===== src/rtl/seq_pkg.sv =====
`default_nettype none
// ============================================================================
//  Module      : seq_pkg
//  Description : Shared definitions for the multi-cycle sequencer: state
//                encoding, trap cause codes and LEGv8 write-enable positions.
//  Revision    : 1.0 - initial release
// ============================================================================
package seq_pkg;

    // Sequencer phases; the encoding is visible on the state output.
    typedef enum logic [1:0] {
        FETCH = 2'd0,
        EXEC  = 2'd1,
        TRAP  = 2'd2
    } seq_state_t;

    // Trap cause codes reported on the cause output.
    typedef enum logic [1:0] {
        CAUSE_NONE    = 2'd0,
        CAUSE_ILLEGAL = 2'd1,
        CAUSE_IRQ     = 2'd2
    } trap_cause_t;

    // Bit positions of the state-changing fields in the 34-bit LEGv8 control
    // word. These are the bits that must be suppressed while memory stalls.
    localparam int CW_BIT_RW  = 14;  // register file write
    localparam int CW_BIT_MW  = 13;  // data memory write
    localparam int CW_BIT_IL  = 16;  // instruction register load
    localparam int CW_BIT_PS0 = 17;  // PC select, low bit
    localparam int CW_BIT_PS1 = 18;  // PC select, high bit

    // Ready-made stall mask for the LEGv8 layout.
    localparam logic [33:0] LEGV8_WE_MASK = (34'd1 << CW_BIT_RW)  |
                                            (34'd1 << CW_BIT_MW)  |
                                            (34'd1 << CW_BIT_IL)  |
                                            (34'd1 << CW_BIT_PS0) |
                                            (34'd1 << CW_BIT_PS1);

endpackage : seq_pkg
`default_nettype wire


===== src/rtl/retire_counter.sv =====
`default_nettype none
// ============================================================================
//  Module      : retire_counter
//  Description : Free-running increment-enable counter of retired
//                instructions. Wraps silently at its width.
//  Revision    : 1.0 - initial release
// ============================================================================
module retire_counter #(
    parameter int COUNT_W = 32
) (
    input  logic               clk,
    input  logic               rst,
    input  logic               i_en,
    output logic [COUNT_W-1:0] o_count
);

    logic [COUNT_W-1:0] r_count;

    // Count one per enabled cycle; natural overflow gives the wrap to zero.
    always_ff @(posedge clk) begin
        if (rst) begin
            r_count <= '0;
        end else if (i_en) begin
            r_count <= r_count + COUNT_W'(1);
        end
    end

    assign o_count = r_count;

endmodule : retire_counter
`default_nettype wire


===== src/rtl/multicycle_sequencer.sv =====
`default_nettype none
// ============================================================================
//  Module      : multicycle_sequencer
//  Description : FETCH -> EXEC(step 0..MAX_EX-1) -> FETCH sequencer with
//                instruction register, memory wait-state masking, illegal
//                instruction and interrupt trapping, and a retire counter.
//  Revision    : 1.0 - initial release
// ============================================================================
module multicycle_sequencer
    import seq_pkg::*;
#(
    parameter int                CW_LEN  = 34,
    parameter int                MAX_EX  = 4,
    parameter int                STEP_W  = 3,
    parameter logic [CW_LEN-1:0] IF_CW   = '0,
    parameter logic [CW_LEN-1:0] TRAP_CW = '0,
    parameter logic [CW_LEN-1:0] WE_MASK = '0,
    parameter int                COUNT_W = 32
) (
    input  logic               clock,
    input  logic               reset,
    input  logic [31:0]        mem_rdata,
    input  logic               mem_ready,
    input  logic               irq,
    input  logic [CW_LEN-1:0]  dec_cw,
    input  logic               dec_last,
    input  logic               dec_mem,
    input  logic               dec_illegal,
    output logic [CW_LEN-1:0]  control_word,
    output logic               mem_req,
    output logic [31:0]        ir,
    output logic [1:0]         state,
    output logic [STEP_W-1:0]  step,
    output logic               trap,
    output logic [1:0]         cause,
    output logic               seq_error,
    output logic [COUNT_W-1:0] retired
);

    localparam logic [STEP_W-1:0] c_last_step = STEP_W'(MAX_EX - 1);

    seq_state_t        r_state;
    seq_state_t        w_state_nxt;
    logic [STEP_W-1:0] r_step;
    logic [STEP_W-1:0] w_step_nxt;
    logic [31:0]       r_ir;
    logic              w_ir_load;
    trap_cause_t       r_cause;
    trap_cause_t       w_cause_nxt;
    logic              r_seq_error;
    logic              w_seq_error_set;
    logic              r_irq_pending;
    logic              w_irq_clear;
    logic              w_irq_take;
    logic              w_final;
    logic              w_retire;
    logic              w_trap;

    // An interrupt arriving on the retiring cycle itself is taken immediately.
    assign w_irq_take = r_irq_pending | irq;

    // A step is final when the decoder says so or the step budget runs out.
    assign w_final = dec_last | (r_step == c_last_step);

    // Sequencer registers; reset returns everything to an idle FETCH.
    always_ff @(posedge clock) begin
        if (reset) begin
            r_state       <= FETCH;
            r_step        <= '0;
            r_ir          <= '0;
            r_cause       <= CAUSE_NONE;
            r_seq_error   <= 1'b0;
            r_irq_pending <= 1'b0;
        end else begin
            r_state <= w_state_nxt;
            r_step  <= w_step_nxt;
            r_cause <= w_cause_nxt;
            if (w_ir_load) begin
                r_ir <= mem_rdata;
            end
            if (w_seq_error_set) begin
                r_seq_error <= 1'b1;
            end
            if (w_irq_clear) begin
                r_irq_pending <= 1'b0;
            end else if (irq) begin
                r_irq_pending <= 1'b1;
            end
        end
    end

    // Next-state, step advance and control word selection with stall masking.
    always_comb begin
        w_state_nxt     = r_state;
        w_step_nxt      = r_step;
        w_ir_load       = 1'b0;
        w_cause_nxt     = r_cause;
        w_seq_error_set = 1'b0;
        w_irq_clear     = 1'b0;
        w_retire        = 1'b0;
        w_trap          = 1'b0;
        control_word    = '0;
        mem_req         = 1'b0;

        case (r_state)
            FETCH: begin
                mem_req = 1'b1;
                if (mem_ready) begin
                    control_word = IF_CW;
                    w_ir_load    = 1'b1;
                    w_state_nxt  = EXEC;
                    w_step_nxt   = '0;
                end else begin
                    control_word = IF_CW & ~WE_MASK;
                end
            end

            EXEC: begin
                if ((r_step == '0) && dec_illegal) begin
                    // Nothing of the bad instruction may take effect.
                    control_word = '0;
                    w_state_nxt  = TRAP;
                    w_cause_nxt  = CAUSE_ILLEGAL;
                end else if (dec_mem && !mem_ready) begin
                    mem_req      = 1'b1;
                    control_word = dec_cw & ~WE_MASK;
                end else begin
                    control_word = dec_cw;
                    mem_req      = dec_mem;
                    if (w_final) begin
                        w_retire   = 1'b1;
                        w_step_nxt = '0;
                        if (!dec_last) begin
                            w_seq_error_set = 1'b1;
                        end
                        if (w_irq_take) begin
                            w_state_nxt = TRAP;
                            w_cause_nxt = CAUSE_IRQ;
                            w_irq_clear = 1'b1;
                        end else begin
                            w_state_nxt = FETCH;
                        end
                    end else begin
                        w_step_nxt = r_step + STEP_W'(1);
                    end
                end
            end

            TRAP: begin
                control_word = TRAP_CW;
                w_trap       = 1'b1;
                w_state_nxt  = FETCH;
            end

            default: begin
                w_state_nxt = FETCH;
                w_step_nxt  = '0;
            end
        endcase

        // A reset cycle must not disturb memory or the datapath.
        if (reset) begin
            control_word = '0;
            mem_req      = 1'b0;
            w_trap       = 1'b0;
        end
    end

    retire_counter #(
        .COUNT_W (COUNT_W)
    ) u_retire_counter (
        .clk     (clock),
        .rst     (reset),
        .i_en    (w_retire),
        .o_count (retired)
    );

    assign ir        = r_ir;
    assign state     = r_state;
    assign step      = r_step;
    assign trap      = w_trap;
    assign cause     = r_cause;
    assign seq_error = r_seq_error;

endmodule : multicycle_sequencer
`default_nettype wire


===== config.mk =====
export PLATFORM = sky130hd
export DESIGN_NAME = multicycle_sequencer
export DESIGN_NICKNAME = d
export VERILOG_FILES = /design/src/rtl/seq_pkg.sv /design/src/rtl/retire_counter.sv /design/src/rtl/multicycle_sequencer.sv
export SDC_FILE = /design/constraint.sdc
export NUM_CORES = 1
export LEC_CHECK = 0
export ABC_AREA = 1
export CORE_ASPECT_RATIO = 1.1
export CORE_MARGIN = 2
export CORE_UTILIZATION = 35
export CTS_CLUSTER_SIZE = 30
export DETAILED_ROUTE_END_ITERATION = 8
export DONT_BUFFER_PORTS = 1
export HOLD_SLACK_MARGIN = 0.15
export MAX_ROUTING_LAYER = met4
export PLACE_DENSITY = 0.59
export SYNTH_ARGS = -nofsm -noshare
export SYNTH_HDL_FRONTEND = slang
export SYNTH_SLANG_ARGS = --single-unit

===== constraint.sdc =====
create_clock -name clock -period 4.75 [get_ports clock]
set_input_delay 0.95 -clock clock [delete_from_list [all_inputs] [get_ports clock]]
set_output_delay 0.95 -clock clock [all_outputs]
set_load 0.005 [all_outputs]

==> results of run 1 <==
-- worst max-delay path by stage --
stage	startpoint	slack [ns]	cells past startpoint	end
after floorplan	reset	2.10	6	control_word[32]
final	reset	1.93	3	control_word[20]
after CTS	reset	1.94	3	control_word[17]
after global placement	mem_ready	1.85	5	ir[21]
after global routing	state[1]	1.76	6	ir[25]
after detailed placement	mem_ready	1.76	5	ir[3]
-- sequential cells by signal, indices dropped and copies added, names as in the netlist --
name / cells
r_irq_pending: 1
cause: 2
step: 3
state: 2
ir: 32
u_retire_counter.o_count: 32
seq_error: 1
-- area by class of cell --
| cell class | count | area [µm²] |
|---|---|---|
| clock buffer | 9 | 124 |
| clock inverter | 7 | 77.6 |
| fill | 1055 | 6080 |
| inverter | 47 | 176 |
| multi-input combinational | 414 | 1860 |
| sequential | 73 | 1460 |
| tap | 120 | 150 |
| timing repair buffer | 1 | 7.51 |
-- power breakdown --
group          leakage [µW]  internal (µW)  switching (µW)
Combinational      0.000864           37.4            91.0
Sequential         0.000597            646            30.5
Clock              0.000100            247             255
-- placed cells by master, fill, tap and decap left out --
cell type,synthesis,routed
sky130_fd_sc_hd__a21oi_1,17,17
sky130_fd_sc_hd__inv_1,44,43
sky130_fd_sc_hd__nand2_4,1,1
sky130_fd_sc_hd__clkinv_4,0,2
sky130_fd_sc_hd__o211a_1,1,1
sky130_fd_sc_hd__xor2_1,4,4
sky130_fd_sc_hd__bufinv_16,0,1
sky130_fd_sc_hd__ha_1,4,4
sky130_fd_sc_hd__nand2_2,1,1
sky130_fd_sc_hd__o21ai_1,7,7
sky130_fd_sc_hd__dfxtp_1,73,73
sky130_fd_sc_hd__o21bai_1,2,2
sky130_fd_sc_hd__clkbuf_8,0,9
sky130_fd_sc_hd__and2_1,3,3
sky130_fd_sc_hd__nor2_2,6,6
sky130_fd_sc_hd__nand3_1,26,26
sky130_fd_sc_hd__inv_6,0,2
sky130_fd_sc_hd__a31oi_1,1,1
sky130_fd_sc_hd__nand3b_1,1,1
sky130_fd_sc_hd__clkinv_2,0,1
sky130_fd_sc_hd__nand4_1,9,9
sky130_fd_sc_hd__nor2_4,1,1
sky130_fd_sc_hd__nand2_1,109,109
sky130_fd_sc_hd__xnor2_1,2,2
sky130_fd_sc_hd__buf_4,0,1
sky130_fd_sc_hd__and3_1,2,2
sky130_fd_sc_hd__nor3_1,2,2
sky130_fd_sc_hd__clkinvlp_4,0,1
sky130_fd_sc_hd__nor2_1,171,171
sky130_fd_sc_hd__inv_2,3,4
sky130_fd_sc_hd__o21ai_0,41,41
sky130_fd_sc_hd__nor2_8,2,2
sky130_fd_sc_hd__nand3_2,1,1
-- per-stage QoR --
stage | hold WS (ns) | util, %
6_report | 0.481 | 38.8
5_1_grt | 0.501 | 38.8
4_1_cts | 0.486 | 38.8
3_5_place_dp | 0.473 | 36.8
3_3_place_gp | 0.464 | 36.8
2_1_floorplan | 0.439 | -
-- metal layers --
layer,share of wire (%),wire (µm)
met5,0,0
met4,1.3,125
met3,8.9,827
met2,45,4170
met1,45,4160
-- critical path: stages --
cell                      delay [ns]
sky130_fd_sc_hd__inv_2          0.54
sky130_fd_sc_hd__nand2_1        0.12
sky130_fd_sc_hd__nor2_1         0.22
-- logic make-up after synthesis --
logic type	Yosys count	share of synthesized area, %
compound gates	69	9.87
xor+xnor	6	1.45
fa+ha+maj	4	1.39
flops	73	40.5
buf+inv	70	8.00
simple gates	335	38.8
==> parameters.txt, run 1 <==
Parameter                              Value

Status
  Status ... complete, no violations

Yosys
  Average cell area after synthesis ... about 6.5 µm²
  Post-Synthesis Cell Area ... between 3000 and 4000 µm²
  Most common cell in the synthesized netlist ... sky130_fd_sc_hd__nor2_1
  Sequential share of the synthesized area ... around two fifths
  Number of flops mapped to enable cells by yosys ... 0
  Flops & latches, synth ... 73
  Most frequent cells after synthesis ... 171 x sky130_fd_sc_hd__nor2_1, 109 x sky130_fd_sc_hd__nand2_1, 73 x sky130_fd_sc_hd__dfxtp_1
  Commonest register cell after synthesis ... sky130_fd_sc_hd__dfxtp_1
  Most area-hungry cell type in the Yosys netlist ... sky130_fd_sc_hd__dfxtp_1
  Post-synthesis net count ... approximately 630
  Post-synth ARST share ... 0%
  Unique masters post-synth ... 30
  Largest cells by area after synthesis ... sky130_fd_sc_hd__dfxtp_1 40%, sky130_fd_sc_hd__nor2_1 18%, sky130_fd_sc_hd__nand2_1 11%
  Count of warnings emitted by yosys ... 0
  Syn Inst Count ... around 560
  Synth top area share ... between 40% and 50%

STA
  Number of hold violations in the final report ... 0
  Final-layout setup total negative slack ... 0 ns
  Worst Max-Slew Pin Slew ... around 1.0 ns
  Worst rel slew slack ... a little under a third
  Final clock period utilization by the worst path ... around three fifths
  Max Fclk ... approximately 350 MHz
  Clock period minus final worst setup slack ... ~2.8 ns
  Final critical-path setup slack ... just under 2 ns
  Slew Limit Fails ... 0
  RSZ-0062 raised after global routing ... no
  Setup Viol. Count Final ... 0
  Clock skew ... roughly 0.017 ns

Finish
  Fraction of final layout cells with drive strength greater than 1 ... roughly 6%
  Net total in the final layout ... 623
  Non-Filler Cell Area, Final ... approximately 3900 µm²
  Area growth from synthesis to final layout ... 6.82%
  Number of antenna cells inserted ... 0
  Fin cells ... 671

GRT
  Total GRT Usage ... between 15 and 20%
  GR Util met3 ... roughly 5.6%
  Busiest layer in global routing ... met2
  Via count of the first global-routing pass ... 2960
  Global-route congestion overflow total ... 0
  Met1 track demand over resource in global routing ... between 20% and 30%
  Wire length of the first global-routing pass ... around 15000 µm
  Antenna violations before repair ... 0
  Largest net degree at the start of global routing ... between 50 and 60
  Met2 usage in global routing ... around a quarter

Worst setup path
  Crit end category ... output port
  Destination of the worst register-to-register timing path ... ir[0]
  Flop2flop setup slack ... between 2 and 2.5 ns
  Worst flop-to-flop path startpoint ... state[1]
  Peak fanout along the critical path ... 54
  Startpoint type of the worst setup path ... input port
  Logic depth of the worst register-to-register path ... 6
  Data required time at the worst endpoint ... about 3.8 ns
  Setup CP Type ... input port to output port
  Data arrival, critical path ... ~1.9 ns

Route
  Routed wire per std cell ... between 10 and 15 µm
  Count of nets left with antenna violations after detail routing ... 0
  Detailed-route vias per instance ... 4.94
  Violation count after the first detailed-routing iteration ... 144
  Sum of routed wire length over all layers ... between 9000 and 10000 µm
  Final routed DRC violation total ... 0
  Vias after detailed routing ... about 3300
  Detailed-routing iteration count for the pre-antenna-repair pass ... 6

Place
  GP Congestion ... 0.836
  Worst slack at placement ... 1.76 ns
  Port Buffer Count ... 0
  Post-detail-place hpwl ... ~7000 µm
  Dpl cells ... 655
  Post-Place Cell Area ... between 3000 and 4000 µm²

Floorplanning
  Width of the chip ... 101 µm
  Initial Util ... between 30% and 40%
  Core Footprint ... between 9000 and 10000 µm²
  Rows ... 38
  Die Outline Area ... between 10000 and 15000 µm²
  # IOs ... around 180
  Y dimension of the die ... around 110 µm

Clock network
  Maximum level of the CTS H-tree ... 3
  PostCTS Resize Cnt ... 0
  # Post-CTS Setup Buffers ... 0
  CTS root buf ... sky130_fd_sc_hd__clkbuf_8
  Clock tree from TritonCTS ... yes
  Post-CTS clock slew at the launch and capture registers of the worst setup and hold paths ... roughly 0.090 ns
  Cts bufs inserted ... 9
  Hold-fix buffers, CTS ... 0
  Worst-case clock buffer depth ... 2
  Clock net sink count ... 73
  Clock latency on the worst-skew pair ... 0.35 ns

Power and ir drop
  Leak pwr ... ~0.0016 µW
  Highest ir drop seen on vdd ... ~0.16 mV
  Power density over the cells ... approximately 340 nW/µm²
  Total design power ... approximately 1300 µW

Worst hold path
  Hold wc startpoint ... cause[0]
  End of the worst hold path ... cause[0]
  Cells on Worst Hold Path ... 2
  Classification of the worst-slack hold path ... register to register

Job
  Reported max-cap violation count ... 0
Note: power is estimated with default switching activity, not from simulation.
==> inputs of run 2 (changes only) <==
clock period = 2.8 ns   (was 4.75 ns; I/O delays follow)
==> parameters.txt, run 2 (synthesized netlist as in run 1, its figures left out) <==
Parameter                              Value

Worst setup path
  Peak fanout along the critical path ... 35
  Logic depth of the worst register-to-register path ... 5
  Worst flop-to-flop path startpoint ... state[1]
  Data required time at the worst endpoint ... about 2.2 ns
  Crit end category ... output port
  Data arrival, critical path ... approximately 1.7 ns
  Startpoint type of the worst setup path ... register
  Setup CP Type ... register to output port
  Worst setup startpoint ... step[0]

Route
  Routed wire per std cell ... roughly 14 µm
  Violation count after the first detailed-routing iteration ... 119
  Final routed DRC violation total ... 0
  Sum of routed wire length over all layers ... around 9500 µm
  Detailed-routing iteration count for the pre-antenna-repair pass ... 4
  Detailed-route vias per instance ... between 4 and 5
  Count of nets left with antenna violations after detail routing ... 0
  Vias after detailed routing ... roughly 3300

Power and ir drop
  Switching power of the nets ... between 600 and 700 µW
  Total design power ... around 2200 µW
  Sequential group share of total power ... 52.3%
  Power share of the combinational group ... between 10% and 20%
  Power density over the cells ... about 570 nW/µm²
  Leak pwr ... 0.00156 µW
  Clk pwr share ... a little under two fifths
  Internal ... between 1500 and 2000 µW
  Net switching share of the total power ... approximately 31%
  Highest ir drop seen on vdd ... 0.254 mV

Worst hold path
  Hold wc startpoint ... reset
  Cells on Worst Hold Path ... 1
  Classification of the worst-slack hold path ... input port to register

Floorplanning
  # IOs ... around 180
  Y dimension of the die ... approximately 110 µm
  Width of the chip ... ~100 µm
  Initial Util ... 36.4%
  Rows ... 38
  Die Outline Area ... about 11000 µm²
  Core Footprint ... 9940 µm²

STA
  Final clock period utilization by the worst path ... about 80%
  RSZ-0062 raised after global routing ... no
  Clock period minus final worst setup slack ... roughly 2.2 ns
  Max Fclk ... roughly 450 MHz
  Number of hold violations in the final report ... 0
  Worst Max-Slew Pin Slew ... between 0.9 and 1 ns
  Clock skew ... ~0.018 ns
  Setup Viol. Count Final ... 0
  Worst rel slew slack ... 34.6%
  Final-layout setup total negative slack ... 0 ns
  Slew Limit Fails ... 0

Clock network
  # Post-CTS Setup Buffers ... 0
  Post-CTS clock slew at the launch and capture registers of the worst setup and hold paths ... 0.10 ns
  Hold-fix buffers, CTS ... 0
  PostCTS Resize Cnt ... 0
  Clock tree from TritonCTS ... yes
  Cts bufs inserted ... 9
  Worst-case clock buffer depth ... 2
  Maximum level of the CTS H-tree ... 3
  Clock latency on the worst-skew pair ... approximately 0.36 ns
  CTS root buf ... sky130_fd_sc_hd__clkbuf_8
  Clock net sink count ... 73

Finish
  Net total in the final layout ... 624
  Fillers ... 1039
  Area growth from synthesis to final layout ... 6.96%
  Fin cells ... approximately 670
  Fraction of final layout cells with drive strength greater than 1 ... approximately 6.2%
  Most common cell after layout, fill and taps aside ... sky130_fd_sc_hd__nor2_1
  Area taken by multi-input logic gates ... 1870 µm²
  Most frequent cells in the layout ... 171 x sky130_fd_sc_hd__nor2_1, 109 x sky130_fd_sc_hd__nand2_1, 73 x sky130_fd_sc_hd__dfxtp_1
  Number of antenna cells inserted ... 0
  Sequential cell area ... roughly 1500 µm²

Job
  Reported max-cap violation count ... 0

Place
  Dpl cells ... between 600 and 700
  GP Congestion ... about 0.8
  Port Buffer Count ... 0
  Post-detail-place hpwl ... approximately 7100 µm

GRT
  Wire length of the first global-routing pass ... between 15000 and 20000 µm
  Total GRT Usage ... about 17%
  Via count of the first global-routing pass ... 3067
  Largest net degree at the start of global routing ... 37
  Global-route congestion overflow total ... 0
  Antenna violations before repair ... 0

Status
  Status ... complete, no violations
## run 2: cell count changes in the layout (fill, tap and decap cells not counted)
cell and delta:
sky130_fd_sc_hd__clkinv_4 -2, sky130_fd_sc_hd__inv_6 +2, sky130_fd_sc_hd__buf_4 +1, sky130_fd_sc_hd__bufinv_16 -1
sky130_fd_sc_hd__clkinv_2 -1, sky130_fd_sc_hd__clkinv_8 +1, sky130_fd_sc_hd__inv_8 +1, sky130_fd_sc_hd__nor2_2 -1
sky130_fd_sc_hd__nor2_4 +1
## run 2: power by group through the flow
stage | Combinational, µW | Sequential (µW) | Clock (µW)
after floorplan | 193 | 1150 | 0
after global placement | 214 | 1170 | 0
after detailed placement | 222 | 1170 | 0
after CTS | 222 | 1150 | 845
after global routing | 260 | 1160 | 896
final | 221 | 1150 | 828
## run 2: worst max-delay path, stage by stage, from the launching register on
cell                      delay (ns)
sky130_fd_sc_hd__dfxtp_1        0.42
sky130_fd_sc_hd__inv_1          0.08
sky130_fd_sc_hd__ha_1           0.23
sky130_fd_sc_hd__nand3_2        0.14
sky130_fd_sc_hd__nand2_4        0.23
sky130_fd_sc_hd__nor2_1         0.22
## run 2: cell type report
class                      count  area share [%]
timing repair buffer           2           0.389
clock inverter                 7            1.81
multi-input combinational    414            48.3
tap                          120            3.89
sequential                    73            37.8
inverter                      47            4.57
clock buffer                   9            3.21
## run 2: routing by layer
| metal | wire (µm) | global-route usage, % | vias to the layer above |
|---|---|---|---|
| met1 | 4340 | 22.8 | 1475 |
| met5 | 0 | - | - |
| met4 | 89 | 4.66 | 0 |
| li1 | - | - | 1733 |
| met3 | 770 | 4.94 | 8 |
| met2 | 4340 | 25.6 | 112 |
## run 2: path summary, 6_finish.rpt
check / slack [ns] / end
setup / recovery: 0.56 / control_word[30]
hold / removal: 0.26 / u_retire_counter.o_count[30]
setup reg to reg: 0.63 / state[0]
hold reg to reg: 0.48 / u_retire_counter.o_count[5]
## run 2: per-stage QoR
stage | setup WS, ns | hold WS [ns] | area (µm²) | util, %
after floorplan | 0.934 | 0.439 | 3610 | -
final | 0.558 | 0.259 | 3860 | 38.9
after global routing | 0.416 | 0.228 | 3860 | 38.9
after detailed placement | 0.182 | 0.468 | 3660 | 36.9
after global placement | 0.226 | 0.464 | 3660 | 36.9
after CTS | 0.152 | 0.241 | 3860 | 38.8
